[src/rtl/io_ctrl_multi_if.sv]
// Core-side IO bus of the IO-memory controller: one read port and one write port.
interface io_ctrl_multi_if #(
    parameter int ADDR_WIDTH = 5,
    parameter int DATA_WIDTH = 8
);
    logic [ADDR_WIDTH-1:0] readaddr;
    logic [DATA_WIDTH-1:0] readdata;
    logic [ADDR_WIDTH-1:0] writeaddr;
    logic [DATA_WIDTH-1:0] writedata;
    logic                  write_en;

    modport master (
        output readaddr, writeaddr, writedata, write_en,
        input  readdata
    );

    modport slave (
        input  readaddr, writeaddr, writedata, write_en,
        output readdata
    );
endinterface

[src/rtl/io_ctrl_multi.sv]
// IO-space controller: LED register, synchronised keys/switches with change detect,
// NUM_TIMERS prescaled tick timers and a masked write-1-to-clear interrupt block.
module io_ctrl_multi #(
    parameter int DATA_WIDTH   = 8,
    parameter int ADDR_WIDTH   = 5,
    parameter int NUM_TIMERS   = 2,
    parameter int NUM_KEYS     = 4,
    parameter int NUM_SWITCHES = 4,
    parameter int NUM_LEDS     = 4,
    parameter int TICK_DIV     = 50000
) (
    input  logic                    clk,
    input  logic                    reset,
    io_ctrl_multi_if.slave          bus,
    output logic [NUM_TIMERS:0]     interrupts,
    input  logic [NUM_KEYS-1:0]     keys,
    input  logic [NUM_SWITCHES-1:0] switches,
    output logic [NUM_LEDS-1:0]     leds
);
    localparam int NUM_IN  = NUM_KEYS + NUM_SWITCHES;
    localparam int NUM_IRQ = NUM_TIMERS + 1;
    localparam int PW      = $clog2(TICK_DIV);

    logic [NUM_IN-1:0]     in_s1, in_sync, in_prev;
    logic [NUM_LEDS-1:0]   led_reg;
    logic [NUM_IRQ-1:0]    pend, irq_en, pend_set, pend_clr;
    logic [PW-1:0]         presc;
    logic                  tick;
    logic [DATA_WIDTH-1:0] count  [NUM_TIMERS];
    logic [DATA_WIDTH-1:0] reload [NUM_TIMERS];
    logic [NUM_TIMERS-1:0] run, reload_en, expire, cnt_wr, ctl_wr;
    logic [DATA_WIDTH-1:0] rd_mux;

    assign tick       = (presc == PW'(TICK_DIV - 1));
    assign pend_set   = {expire, in_sync != in_prev};
    assign interrupts = pend & irq_en;
    assign leds       = led_reg;

    always_comb begin
        cnt_wr   = '0;
        ctl_wr   = '0;
        expire   = '0;
        pend_clr = '0;
        if (bus.write_en && bus.writeaddr == ADDR_WIDTH'(2))
            pend_clr = bus.writedata[NUM_IRQ-1:0];
        for (int i = 0; i < NUM_TIMERS; i++) begin
            cnt_wr[i] = bus.write_en && (bus.writeaddr == ADDR_WIDTH'(4 + 2*i));
            ctl_wr[i] = bus.write_en && (bus.writeaddr == ADDR_WIDTH'(5 + 2*i));
            expire[i] = tick && run[i] && (count[i] == DATA_WIDTH'(1));
        end
    end

    // A fresh set event on a pending bit beats a simultaneous W1C of that bit.
    always_ff @(posedge clk or posedge reset) begin
        if (reset) begin
            in_s1   <= '0;
            in_sync <= '0;
            in_prev <= '0;
            led_reg <= '0;
            irq_en  <= '0;
            pend    <= '0;
            presc   <= '0;
        end else begin
            in_s1   <= {switches, keys};
            in_sync <= in_s1;
            in_prev <= in_sync;
            presc   <= tick ? '0 : presc + PW'(1);
            pend    <= (pend & ~pend_clr) | pend_set;
            if (bus.write_en && bus.writeaddr == ADDR_WIDTH'(1))
                led_reg <= bus.writedata[NUM_LEDS-1:0];
            if (bus.write_en && bus.writeaddr == ADDR_WIDTH'(3))
                irq_en <= bus.writedata[NUM_IRQ-1:0];
        end
    end

    // Register writes are applied after the tick update so software always wins.
    always_ff @(posedge clk or posedge reset) begin
        if (reset) begin
            run       <= '0;
            reload_en <= '0;
            for (int i = 0; i < NUM_TIMERS; i++) begin
                count[i]  <= '0;
                reload[i] <= '0;
            end
        end else begin
            for (int i = 0; i < NUM_TIMERS; i++) begin
                if (tick && run[i]) begin
                    if (count[i] > DATA_WIDTH'(1)) begin
                        count[i] <= count[i] - DATA_WIDTH'(1);
                    end else if (count[i] == DATA_WIDTH'(1)) begin
                        if (reload_en[i]) begin
                            count[i] <= reload[i];
                        end else begin
                            count[i] <= '0;
                            run[i]   <= 1'b0;
                        end
                    end
                end
                if (cnt_wr[i]) begin
                    count[i]  <= bus.writedata;
                    reload[i] <= bus.writedata;
                end
                if (ctl_wr[i]) begin
                    run[i]       <= bus.writedata[0];
                    reload_en[i] <= bus.writedata[1];
                end
            end
        end
    end

    always_comb begin
        rd_mux = '0;
        case (bus.readaddr)
            ADDR_WIDTH'(0): rd_mux = DATA_WIDTH'(in_sync);
            ADDR_WIDTH'(1): rd_mux = DATA_WIDTH'(led_reg);
            ADDR_WIDTH'(2): rd_mux = DATA_WIDTH'(pend);
            ADDR_WIDTH'(3): rd_mux = DATA_WIDTH'(irq_en);
            default: begin
                for (int i = 0; i < NUM_TIMERS; i++) begin
                    if (bus.readaddr == ADDR_WIDTH'(4 + 2*i))
                        rd_mux = count[i];
                    if (bus.readaddr == ADDR_WIDTH'(5 + 2*i))
                        rd_mux = DATA_WIDTH'({reload_en[i], run[i]});
                end
            end
        endcase
    end

    always_ff @(posedge clk or posedge reset) begin
        if (reset)
            bus.readdata <= '0;
        else
            bus.readdata <= rd_mux;
    end
endmodule

[src/flat_wrapper.sv]
// flat-port wrapper written by rule: the top's interface ports become plain ports
module io_ctrl_multi_flat 
#(
    parameter int DATA_WIDTH   = 8,
    parameter int ADDR_WIDTH   = 5,
    parameter int NUM_TIMERS   = 2,
    parameter int NUM_KEYS     = 4,
    parameter int NUM_SWITCHES = 4,
    parameter int NUM_LEDS     = 4,
    parameter int TICK_DIV     = 50000
)
  (clk, reset, interrupts, keys, switches, leds, bus_readaddr, bus_writeaddr, bus_writedata, bus_write_en, bus_readdata);
  io_ctrl_multi_if #(.ADDR_WIDTH(ADDR_WIDTH), .DATA_WIDTH(DATA_WIDTH)) bus_i ();
  input  logic clk;
  input  logic reset;
  output logic [NUM_TIMERS:0] interrupts;
  input  logic [NUM_KEYS-1:0] keys;
  input  logic [NUM_SWITCHES-1:0] switches;
  output logic [NUM_LEDS-1:0] leds;
  input wire logic [$bits(bus_i.readaddr)-1:0] bus_readaddr;
  input wire logic [$bits(bus_i.writeaddr)-1:0] bus_writeaddr;
  input wire logic [$bits(bus_i.writedata)-1:0] bus_writedata;
  input wire logic [$bits(bus_i.write_en)-1:0] bus_write_en;
  output wire logic [$bits(bus_i.readdata)-1:0] bus_readdata;
  assign bus_i.readaddr = bus_readaddr;
  assign bus_i.writeaddr = bus_writeaddr;
  assign bus_i.writedata = bus_writedata;
  assign bus_i.write_en = bus_write_en;
  assign bus_readdata = bus_i.readdata;
  io_ctrl_multi #(.DATA_WIDTH(DATA_WIDTH), .ADDR_WIDTH(ADDR_WIDTH), .NUM_TIMERS(NUM_TIMERS), .NUM_KEYS(NUM_KEYS), .NUM_SWITCHES(NUM_SWITCHES), .NUM_LEDS(NUM_LEDS), .TICK_DIV(TICK_DIV)) u_core (.clk(clk), .reset(reset), .bus(bus_i), .interrupts(interrupts), .keys(keys), .switches(switches), .leds(leds));
endmodule
[config.mk]
export PLATFORM = sky130hd
export DESIGN_NAME = io_ctrl_multi_flat
export DESIGN_NICKNAME = d
export VERILOG_FILES = /design/src/rtl/io_ctrl_multi_if.sv /design/src/rtl/io_ctrl_multi.sv /design/src/flat_wrapper.sv
export SDC_FILE = /design/constraint.sdc
export NUM_CORES = 1
export LEC_CHECK = 0
export ABC_AREA = 0
export CAP_MARGIN = 30
export CORE_UTILIZATION = 35
export CTS_CLUSTER_SIZE = 28
export DETAILED_ROUTE_END_ITERATION = 10
export GPL_TIMING_DRIVEN = 1
export HOLD_SLACK_MARGIN = 0.02
export PLACE_DENSITY = 0.66
export SLEW_MARGIN = 20
export SYNTH_ARGS = -nofsm -noshare
export SYNTH_HDL_FRONTEND = slang
export SYNTH_SLANG_ARGS = --single-unit
[constraint.sdc]
create_clock -name clk -period 2.7 [get_ports clk]
set_input_delay 0.27 -clock clk [delete_from_list [all_inputs] [get_ports clk]]
set_output_delay 0.27 -clock clk [all_outputs]
set_load 0.01 [all_outputs]
* Yosys cells after proc, flatten, opt, wreduce, memory -nomap -nowiden
Cells that the tools add are included.
** Operators by class
- Add/subtract/negate cells :: 3
- Equal/unequal tests :: 22
- Reductions and logical operators :: 24
- Mux-type cells :: 27
- Order comparisons :: 2
- Bitwise gates (word level) :: 4
** Operator list (count)
- 8-bit two-way mux :: 14
- 5-bit by 3-bit equality test with 1-bit output, second input constant :: 8
- 8-bit case mux with 4 select lines :: 1
- 5-bit by 2-bit equality test with 1-bit output, second input constant :: 4
- 16-bit by 1-bit adder with 16-bit output, second input constant :: 1
- 16-bit equality test, second input constant :: 1
- 8-bit by 1-bit equality test with 1-bit output, second input constant :: 2
- 8-bit by 1-bit greater-than comparator with 1-bit output, second input constant :: 2
- 16-bit two-way mux :: 1
- 8-bit by 1-bit subtractor with 8-bit output, second input constant :: 2
- 2-bit nonzero test :: 6
- 1-bit logical AND :: 11
- 5-bit by 1-bit equality test with 1-bit output, second input constant :: 2
- 1-bit two-way mux :: 10
- 8-bit inequality test :: 1
- 4-bit AND reduction :: 2
- 3-bit AND :: 2
- 3-bit nonzero test :: 2
- 5-bit logical NOT :: 1
- 2-bit by 1-bit inequality test with 1-bit output, second input constant :: 2
- 2-bit inequality test, second input constant :: 2
- 2-bit AND reduction :: 2
- 3-bit two-way mux :: 1
- 3-bit NOT :: 1
- 3-bit OR :: 1
** Word-level totals
- Bits of input ports :: 29
- Word-level logic and storage cells :: 98
- Flip-flop bits (word level) :: 94
- Output and inout bits :: 15

* Logic depth before layout (Yosys ltp)
- Depth after elaboration :: 6
- Mapped depth :: 8
- Gate-level depth less buffers :: 7

* Worst setup path after synthesis
Ideal clock, no wire load.
- Path type :: flip-flop to flip-flop
- From :: reg u_core.presc[0]
- To :: reg u_core.run[0]
- Data required time :: 2.575 ns
- Cell stages (with the launch flop) :: 7
- Clock period less this slack :: 2.084 ns
- Setup time :: 0.125 ns
- Buffers on the path :: 0
- Arrival time :: 1.960 ns
- Setup slack :: 0.616 ns
- Path through :: dfrtp_1 > ha_1 > or4b_1 > nor4_4 > nand3_1 > o21a_1 > mux2_2
** Between the ends
- Cells in the longest elaborated chain, start to end :: 4
** Ends and longest elaborated chain
- from (decl) :: line io_ctrl_multi.sv:27 : logic [PW-1:0] presc;
- from (signal assigned) :: line io_ctrl_multi.sv:67 : presc <= tick ? '0 : presc + PW'(1);
- 16-bit equality test :: line io_ctrl_multi.sv:34 : assign tick = (presc == PW'(TICK_DIV - 1));
- 1-bit logical AND :: line io_ctrl_multi.sv:87 : if (tick && run[i]) begin
- 2-bit nonzero test (no source line)
- 4-bit AND reduction (no source line)
- to (signal, indexed assignment) :: line io_ctrl_multi.sv:104 : run[i] <= bus.writedata[0];
- to (decl) :: line io_ctrl_multi.sv:31 : logic [NUM_TIMERS-1:0] run, reload_en, expire, cnt_wr, ctl_wr;
No other way between the ends.
A chain may end at the register's enable or synchronous reset.

* Worst setup path after layout
- From :: reg u_core.presc[0]
- To :: reg u_core.count[9] (netlist bit)
** Between the ends
- Cells in the longest elaborated chain, start to end :: 4
** Ends and longest elaborated chain
- 16-bit equality test :: line io_ctrl_multi.sv:34
- 1-bit logical AND :: line io_ctrl_multi.sv:87
- 2-bit nonzero test (no source line)
- 2-bit AND reduction (no source line)
- to (signal, indexed assignment) :: line io_ctrl_multi.sv:89 : count[i] <= count[i] - DATA_WIDTH'(1);
- to (signal, indexed assignment) :: line io_ctrl_multi.sv:92 : count[i] <= reload[i];
- to (signal, indexed assignment) :: line io_ctrl_multi.sv:100 : count[i] <= bus.writedata;
- to (decl) :: line io_ctrl_multi.sv:29 : logic [DATA_WIDTH-1:0] count [NUM_TIMERS];
No other way between the ends.

==> run_results.csv <==
group,metric,value,unit
cells_and_area,antenna_cells,0,
floorplanning,coreArea,0.01216,mm^2
logic_synthesis,synthArstFlopShare,100.0,%
logic_synthesis,synth-seq-area-share,53.26,%
critical_path,reg2reg_to,"u_core.count[9]",
pwr,p_int,2657,uW
cells_and_area,nNetsFinal,493,
pwr,switchingPower,1078,uW
critical_path,critical_path_required,2.93,ns
sta,clock_skew,0.005418,ns
pwr,clock_power_share,34.2,%
logic_synthesis,synth.net_count,440,
routing,first_pass_iters,4,
pwr,seq_power_share,46.5,%
sta,rsz0062_at_grt,"false",
pwr,vdd_drop_max,0.2884,mV
sta,fmax,0.4230,GHz
place,gp_congestion,0.8849,
logic_synthesis,synth_area,0.004417,mm^2
cells_and_area,multiInputGateArea,0.001968,mm^2
sta,fin_setup_tns,0,ns
clock_network,cts_resized,0,
sta,relSlewSlack,59.99,%
clock_network,path_clk_slew,0.07,ns
grt,grt_max_degree,41,
routing,drt_iter0_drc,262,
grt,antenna_found_initial,0,
floorplanning,initial_core_util,36.32,%
run_status,outcome,"completed",
sta,setup_viol,0,
worst_hold_path,hp-class,"input pin to asynchronous set/reset pin",
critical_path,cp_max_fo,8,
logic_synthesis,syn_area_per_cell,10.88,um^2
sta,worst_hold_slack,0.3428,ns
clock_network,root_buffer,"clkbuf_16",
cells_and_area,fillers,1072,
pwr,p_leak,0.002376,uW
place,io_buffers,43,
clock_network,cts_tree,"done",
critical_path,rrSetupSlack,0.34,ns
floorplanning,die_w,114.3,um
grt,grt_pass1_vias,3384,
critical_path,critPathLaunchType,"flip-flop",
clock_network,cts_hold_buf,0,
floorplanning,rows,40,
critical_path,cp.arrival,2.59,ns
place,hpwl,7639,um
clock_network,cts.sinks,94,
logic_synthesis,synth_top_area_share,53.26,%
sta,drv_slew,0,
floorplanning,pin_count,44,
critical_path,cp-end-kind,"flip-flop",
pwr,switching_share,28.85,%
cells_and_area,drive_above_1_share,11.42,%
routing,drtAntennaViolNets,0,
sta,setup_slack,0.3359,ns
place,place_ws,0.3476,ns
cells_and_area,seqCellArea,0.002352,mm^2
logic_synthesis,ys_dominant_reg_cell,"dfrtp_1",
logic_synthesis,synth-edff-count,0,
logic_synthesis,synth_top_area_cell,"dfrtp_1",
critical_path,path_class,"flip-flop to flip-flop",
routing,routed_wl,10160,um
critical_path,reg2reg_depth,6,
clock_network,cts_buffer_depth,2,
grt,overflow,0,
sta,period_needed,2.364,ns
cells_and_area,area_delta_synth_final,22.38,%
logic_synthesis,synth.most_common_cell,"dfrtp_1",
routing,wl_per_cell,16.08,um
clock_network,post_cts_buffers,0,
critical_path,reg2reg_from,"u_core.presc[0]",
clock_network,htreeDepth,3,
logic_synthesis,synth_area_leaders,"dfrtp_1 (53%), xnor2_1 (4.0%), nand2_1 (3.7%), mux2_2 (2.5%), mux4_2 (2.5%)",
logic_synthesis,synth_seq_cells,94,
pwr,powerDensity,690.9,mW/mm^2
logic_synthesis,synth.distinct_cells,59,
flow_run,maxCapViolCount,0,
routing,num_vias,3311,
grt,track_usage,17.23,%
logic_synthesis,synth_commonest_cells,"dfrtp_1 (94), nand2_1 (44), nor2_1 (28)",
routing,remaining_drc_errors,0,
grt,grt_pass1_wl,17190,um
pwr,pwr-share-comb,19.3,%
clock_network,cts_buffers,9,
floorplanning,dieArea,0.01307,mm^2
clock_network,insertion_delay,0.34,ns
logic_synthesis,ys_warn_count,0,
sta,tightest_slew,0.5989,ns
routing,via_per_inst,5.239,
floorplanning,fp.dieH,114.3,um
sta,finalHoldViolCount,0,
logic_synthesis,synthCells,406,
sta,fin_crit_sh,87.56,%
## stage by stage
| step | cell area, um^2 | total power [uW] | utilization [%] | cells |
|---|---|---|---|---|
| after floorplan | 4420 | 2195 | - | 406 |
| after global placement | 5102 | 2462 | 41.95 | 616 |
| after detailed placement | 5102 | 2480 | 41.95 | 616 |
| after CTS | 5405 | 3768 | 44.44 | 632 |
| after global routing | 5405 | 3939 | 44.44 | 632 |
| final | 5405 | 3734 | 44.44 | 632 |
## logic make-up (layout without fill, tap and decap cells)
| kind of cell | after synthesis | count (layout) | share of synthesized area [%] |
|---|---|---|---|
| AND/OR/NAND/NOR | 161 | 161 | 19.60 |
| flip-flops | 94 | 94 | 53.26 |
| AO/OA/AOI/OAI | 76 | 76 | 11.53 |
| XOR/XNOR | 28 | 28 | 5.553 |
| multiplexers | 21 | 21 | 6.459 |
| buffers and inverters | 21 | 79 | 2.181 |
| adder cells (fa/ha/maj) | 5 | 5 | 1.416 |
## layout make-up
type / instances / area share, %
clock inverters: 7 / 1.435
repair buffers: 53 / 9.815
inverters: 10 / 0.7639
well taps: 168 / 3.889
clock buffers: 9 / 4.167
flip-flops and latches: 94 / 43.52
multi-input cells: 291 / 36.41
## state kept, by name (all words and copies together), names as in the netlist, 3 cells and up
signal / cells
u_core.count: 16
u_core.irq_en: 3
u_core.in_s1: 8
u_core.in_prev: 8
u_core.reload: 16
u_core.pend: 3
u_core.in_sync: 8
u_core.presc: 16
u_core.leds: 4
u_core.bus.readdata: 8
## power groups by stage
stage	clock (uW)	sequential [uW]	combinational (uW)
detailed placement	0	1760	720
global route	1380	1760	805
global placement	0	1760	705
floorplan	0	1690	507
CTS	1310	1730	725
finish	1280	1740	722
## worst max-delay path: stages, from the launching register on
cell,delay [ns]
dfrtp_1,0.38
ha_1,0.21
or4b_1,0.50
nor4_4,0.45
and3_1,0.38
mux2i_1,0.25
o21ai_1,0.08
## cells in the final DEF, fill, tap and decap left out, types with 6 or more instances in the layout
master,count
dfrtp_1,94
nand2_1,44
clkdlybuf4s50_1,43
nor2_1,28
o21ai_0,20
xnor2_1,20
a31oi_1,15
nand3_1,14
and2_1,14
nor3_1,13
mux2_2,10
nand4_1,10
a21o_1,9
inv_1,9
clkbuf_16,9
xor2_1,8
buf_4,8
mux2i_1,6
a21oi_1,6
## routing by layer
layer / global-route usage (%) / wire length (um) / up-vias
met4: 6.580 / 188 / 0
met5: 0 / 0 / -
met3: 4.129 / 474 / 13
met1: 21.51 / 4446 / 1622
li1: - / - / 1573
met2: 28.93 / 5052 / 103
## worst max path at each step
stage	from	endpoint	slack [ns]	cells after the start
3_3_place_gp	bus_writeaddr[3]	u_core.pend[0]	0.39	5
3_5_place_dp	u_core.presc[0]	u_core.count[9]	0.35	6
6_report	u_core.presc[0]	u_core.count[9]	0.34	6
5_1_grt	u_core.presc[0]	u_core.count[1]	0.18	6
4_1_cts	u_core.presc[0]	u_core.count[9]	0.33	6
2_1_floorplan	u_core.presc[0]	u_core.run[0]	0.62	6
Note: power is estimated with default switching activity, not from simulation.
==> patch 1 (config.mk and constraints unchanged) <==
`NUM_TIMERS` is set to 2 in 2 places; all go to 4.
--- a/src/rtl/io_ctrl_multi.sv
+++ b/src/rtl/io_ctrl_multi.sv
@@ -4,5 +4,5 @@
     parameter int DATA_WIDTH   = 8,
     parameter int ADDR_WIDTH   = 5,
-    parameter int NUM_TIMERS   = 2,
+    parameter int NUM_TIMERS   = 4,
     parameter int NUM_KEYS     = 4,
     parameter int NUM_SWITCHES = 4,
--- a/src/flat_wrapper.sv
+++ b/src/flat_wrapper.sv
@@ -4,5 +4,5 @@
     parameter int DATA_WIDTH   = 8,
     parameter int ADDR_WIDTH   = 5,
-    parameter int NUM_TIMERS   = 2,
+    parameter int NUM_TIMERS   = 4,
     parameter int NUM_KEYS     = 4,
     parameter int NUM_SWITCHES = 4,
Interface: changed (resized interrupts); port bits go from 44 to 46. The function was not compared with the original's and may differ.
==> patch 1 against the unedited design <==
- clock skew rose by 0.0027 ns
- sequential cell count rose by 40
- cell area rose by 53%
- first-iteration DRC count rose by 120%
- sequential share of layout area fell by 3.1 points
- synthesized area rose by 56%
- global-route usage rose by 1.9 points
- routed wire length rose by 78%
- setup slack improved by 0.072 ns
- power rose by 69%
- highest routed layer unchanged
==> patch 1: results (changes against the unedited design) <==
run_status:
  status: "finished clean"
worst_hold_path:
  hold_path_class: "in2reg"
route:
  wire_per_inst_um: 17.6  # +9.3%
  first_iter_violations: 569  # +120%
  viasPerCell: 5.42  # +3.5%
  vias: 5593  # +69%
  route.met2.wl_um: 8220  # +63%
  drt-met1-wl_um: 8570  # +93%
timing:
  skew_ns: 0.00808  # +0.00266 ns
  slew_headroom_pct: 52.0  # -8.0 points
pwr:
  p_clk_share_pct: 35.4  # +1.2 points
  p_total_uw: 6330  # +69%
  leakage_uw: 0.00351  # +48%
  ir_drop_uv: 507  # +76%
yosys:
  synth.area.top_cells: "dfrtp_1 49%, nand2_1 7.4%, mux2_2 3.1%"
  synth_area_per_cell_um2: 9.77  # -10%
grt:
  grt_max_degree: 135  # +230%
  track_usage_pct: 19.2  # +1.9 points
  gr-usage-met3_pct: 3.84  # -0.29 points
  grt_pass1_wl_um: 29300  # +70%
placed_design:
  dp_slack_ns: 0.302  # -0.0460 ns
  port_buffers: 45  # +4.7%
  place_hpwl_um: 12800  # +67%
critical_path:
  reg2reg_to: "u_core.count[15]"
clock_network:
  numCtsBuffers: 17  # +8
final_layout:
  reg.largest.list: "u_core.count (32), u_core.reload (32), u_core.presc (16)"
[patch 1: changes by cell type in the layout (fill, tap and decap cells not counted), moves of 11 or more]
cell     change
dfrtp_1     +40
inv_1       +12
mux2i_1     +11
nand2_1     +92
nor2_1      +24
o21ai_0     +11
[patch 1: area by class of cell]
class,instances,area [um^2]
fill,1785,10700
sequential,134,3350
multi-input combinational,519,3330
timing repair buffer,64,618
clock buffer,17,425
tap,260,325
clock inverter,15,154
inverter,22,86.3
[patch 1: logic make-up after synthesis]
kind of cell	after synthesis	share of synthesized area (%)
AO/OA/AOI/OAI	137	14.2
XOR/XNOR	27	3.44
adder cells (fa/ha/maj)	9	1.64
buffers and inverters	51	2.89
flip-flops	134	48.8
multiplexers	40	6.90
AND/OR/NAND/NOR	306	22.2
[patch 1: worst register-to-register path, cell delays in order (launching register included)]
cell and delay (ns):
dfrtp_1 0.42, ha_1 0.27, nand3_1 0.22, or4_4 0.66
o21ai_4 0.30, o21ai_0 0.15, o2bb2ai_1 0.15
==> patch 2 (same settings) <==
Without the edit above. Register the inputs `keys` and `switches` before use. The logic sees them one clock later. The other inputs are not delayed to match.
--- a/src/rtl/io_ctrl_multi.sv
+++ b/src/rtl/io_ctrl_multi.sv
@@ -21,4 +21,12 @@
     localparam int NUM_IRQ = NUM_TIMERS + 1;
     localparam int PW      = $clog2(TICK_DIV);
+
+    logic [NUM_KEYS-1:0] keys_q;
+    logic [NUM_SWITCHES-1:0] switches_q;
+
+    always_ff @(posedge clk) begin
+        keys_q     <= keys;
+        switches_q <= switches;
+    end
 
     logic [NUM_IN-1:0]     in_s1, in_sync, in_prev;
@@ -62,5 +70,5 @@
             presc   <= '0;
         end else begin
-            in_s1   <= {switches, keys};
+            in_s1   <= {switches_q, keys_q};
             in_sync <= in_s1;
             in_prev <= in_sync;
Formal check against the unedited RTL: not equivalent (Yosys sat finds a counterexample within 4 cycles, from zero or initial values and one cycle with reset high).
==> patch 2 against the unedited design <==
- routed wire length up 2.9%
- sequential power increased by 7%
- highest routed layer unchanged
- sequential cell count increased by 8
- synthesized cell count up 8.6%
- global-route usage is 0.64 points lower
- power increased by 1.5%
- critical path type unchanged
- setup slack gained 0.052 ns
- synthesized area rose by 4.3%
- cell area increased by 2.2%
- count of clock-buffer cells in the layout stayed put
==> patch 2: results (changes against the unedited design) <==
yosys:
  async_flop_share_pct: 92.2  # -7.8 points
  yosys_most_used_dff: "dfrtp_1"
  ys_seq_area_share_pct: 54.6  # +1.3 points
  synth.area.top_cells: "dfrtp_1 51%, nand2_1 5.9%, mux2i_1 4.1%"
  synth_top_area_share_pct: 51.1  # -2.2 points
  synth_commonest_cells: "94 x dfrtp_1, 73 x nand2_1, 36 x nor2_1, 20 x xor2_1"
  yosysUniqueCellTypes: 52  # -12%
  syn_nets: 475  # +8.0%
critical_path:
  reg2reg_to: "u_core.count[15]"
  slowest_delay_ns: 0.42  # -0.08 ns
  cp_slowest_cell: "dfrtp_1"
  worst_ep_arrival_time_ns: 2.53  # -0.06 ns
  worstRegToRegCells: 7  # +1
  reg2reg_slack_ns: 0.39  # +0.05 ns
route:
  dr.pass1.iters: 7  # +3
  routed_wl_um: 10500  # +2.9%
  first_iter_violations: 299  # +14%
  vias: 3438  # +3.8%
final_layout:
  nNetsFinal: 512  # +3.9%
  fill_cells: 1258  # +17%
  drive_above_1_share_pct: 8.71  # -2.7 points
worst_hold_path:
  hold_path_class: "reg2reg"
  whs_path_depth: 0
grt:
  grt_pass1_vias: 3339  # -1.3%
  grt_pass1_wl_um: 17000  # -0.84%
  grt_max_degree: 95  # +130%
  track_usage_pct: 16.6  # -0.64 points
timing:
  worst_pin_slew_ns: 0.752  # +0.153 ns
  timing.hold.ws_ns: 0.327  # -0.0162 ns
  skew_ns: 0.00710  # +0.00168 ns
pwr:
  leakage_uw: 0.00239  # +0.46%
  ir_drop_uv: 282  # -2.2%
  intPower_uw: 2780  # +4.6%
run_status:
  status: "finished clean"
placed_design:
  gp_congestion: 0.866  # -2.1%
  placed_area_um2: 5210  # +2.2%
  place_hpwl_um: 7390  # -3.2%
[patch 2: logic make-up after synthesis]
kind of cell	after synthesis	share of synthesized area, %
and+or+nand+nor	184	20.1
DFF	102	54.6
AOI/OAI and AO/OA	61	8.67
buffers and inverters	31	2.72
xor gates and xnor gates	29	5.51
muxes	29	7.06
adders and majority gates	5	1.36
[patch 2: through the flow]
step / std cells / setup slack [ns] / utilization [%] / power (uW)
final: 654 / 0.388 / 43.4 / 3790
after global routing: 654 / 0.212 / 43.4 / 3960
after CTS: 654 / 0.390 / 43.4 / 3820
after detailed placement: 639 / 0.365 / 41.0 / 2450
after global placement: 639 / 0.418 / 41.0 / 2440
after floorplan: 441 / 0.758 / - / 2220
[patch 2: worst max path at each step]
stage | from | end | slack (ns) | depth (start not counted)
detailed placement | bus_writeaddr[4] | u_core.count[14] | 0.37 | 6
floorplan | u_core.presc[12] | u_core.count[0] | 0.76 | 6
global placement | bus_writeaddr[4] | u_core.count[14] | 0.42 | 6
CTS | u_core.presc[0] | u_core.count[1] | 0.39 | 6
finish | u_core.presc[0] | u_core.count[15] | 0.39 | 7
global route | u_core.count[9] | u_core.count[12] | 0.21 | 7
[patch 2: critical path, delay by kind of cell, from the launching register on]
kind	cells	cell delay [ns]
AO/OA/AOI/OAI	3	0.68
AND/OR/NAND/NOR	2	0.60
flip-flops	1	0.42
adder cells (fa/ha/maj)	1	0.28
buffers and inverters	1	0.21
[patch 2: layer usage]
metal  up-vias  track usage [%]  part of all wire, %
li1       1616                -                    -
met1      1675             21.9                   43
met2       116             26.4                   48
met3        31             3.79                  6.5
met4         0             6.58                  2.6
met5         -                0                    0
[patch 2: layout make-up]
cell class                 count  area [um^2]  area share [%]
inverter                       9         37.5           0.679
multi-input combinational    308         1970            35.6
timing repair buffer          48          480            8.70
sequential                   102         2510            45.5
tap                          172          215            3.89
clock buffer                   9          225            4.08
clock inverter                 6         86.3            1.56
[patch 2: power groups by stage]
stage,clock (uW),sequential [uW],combinational [uW]
after global placement,0,1870,566
after detailed placement,0,1880,576
after CTS,1380,1850,582
after global routing,1440,1870,648
final,1350,1860,582
after floorplan,0,1800,416
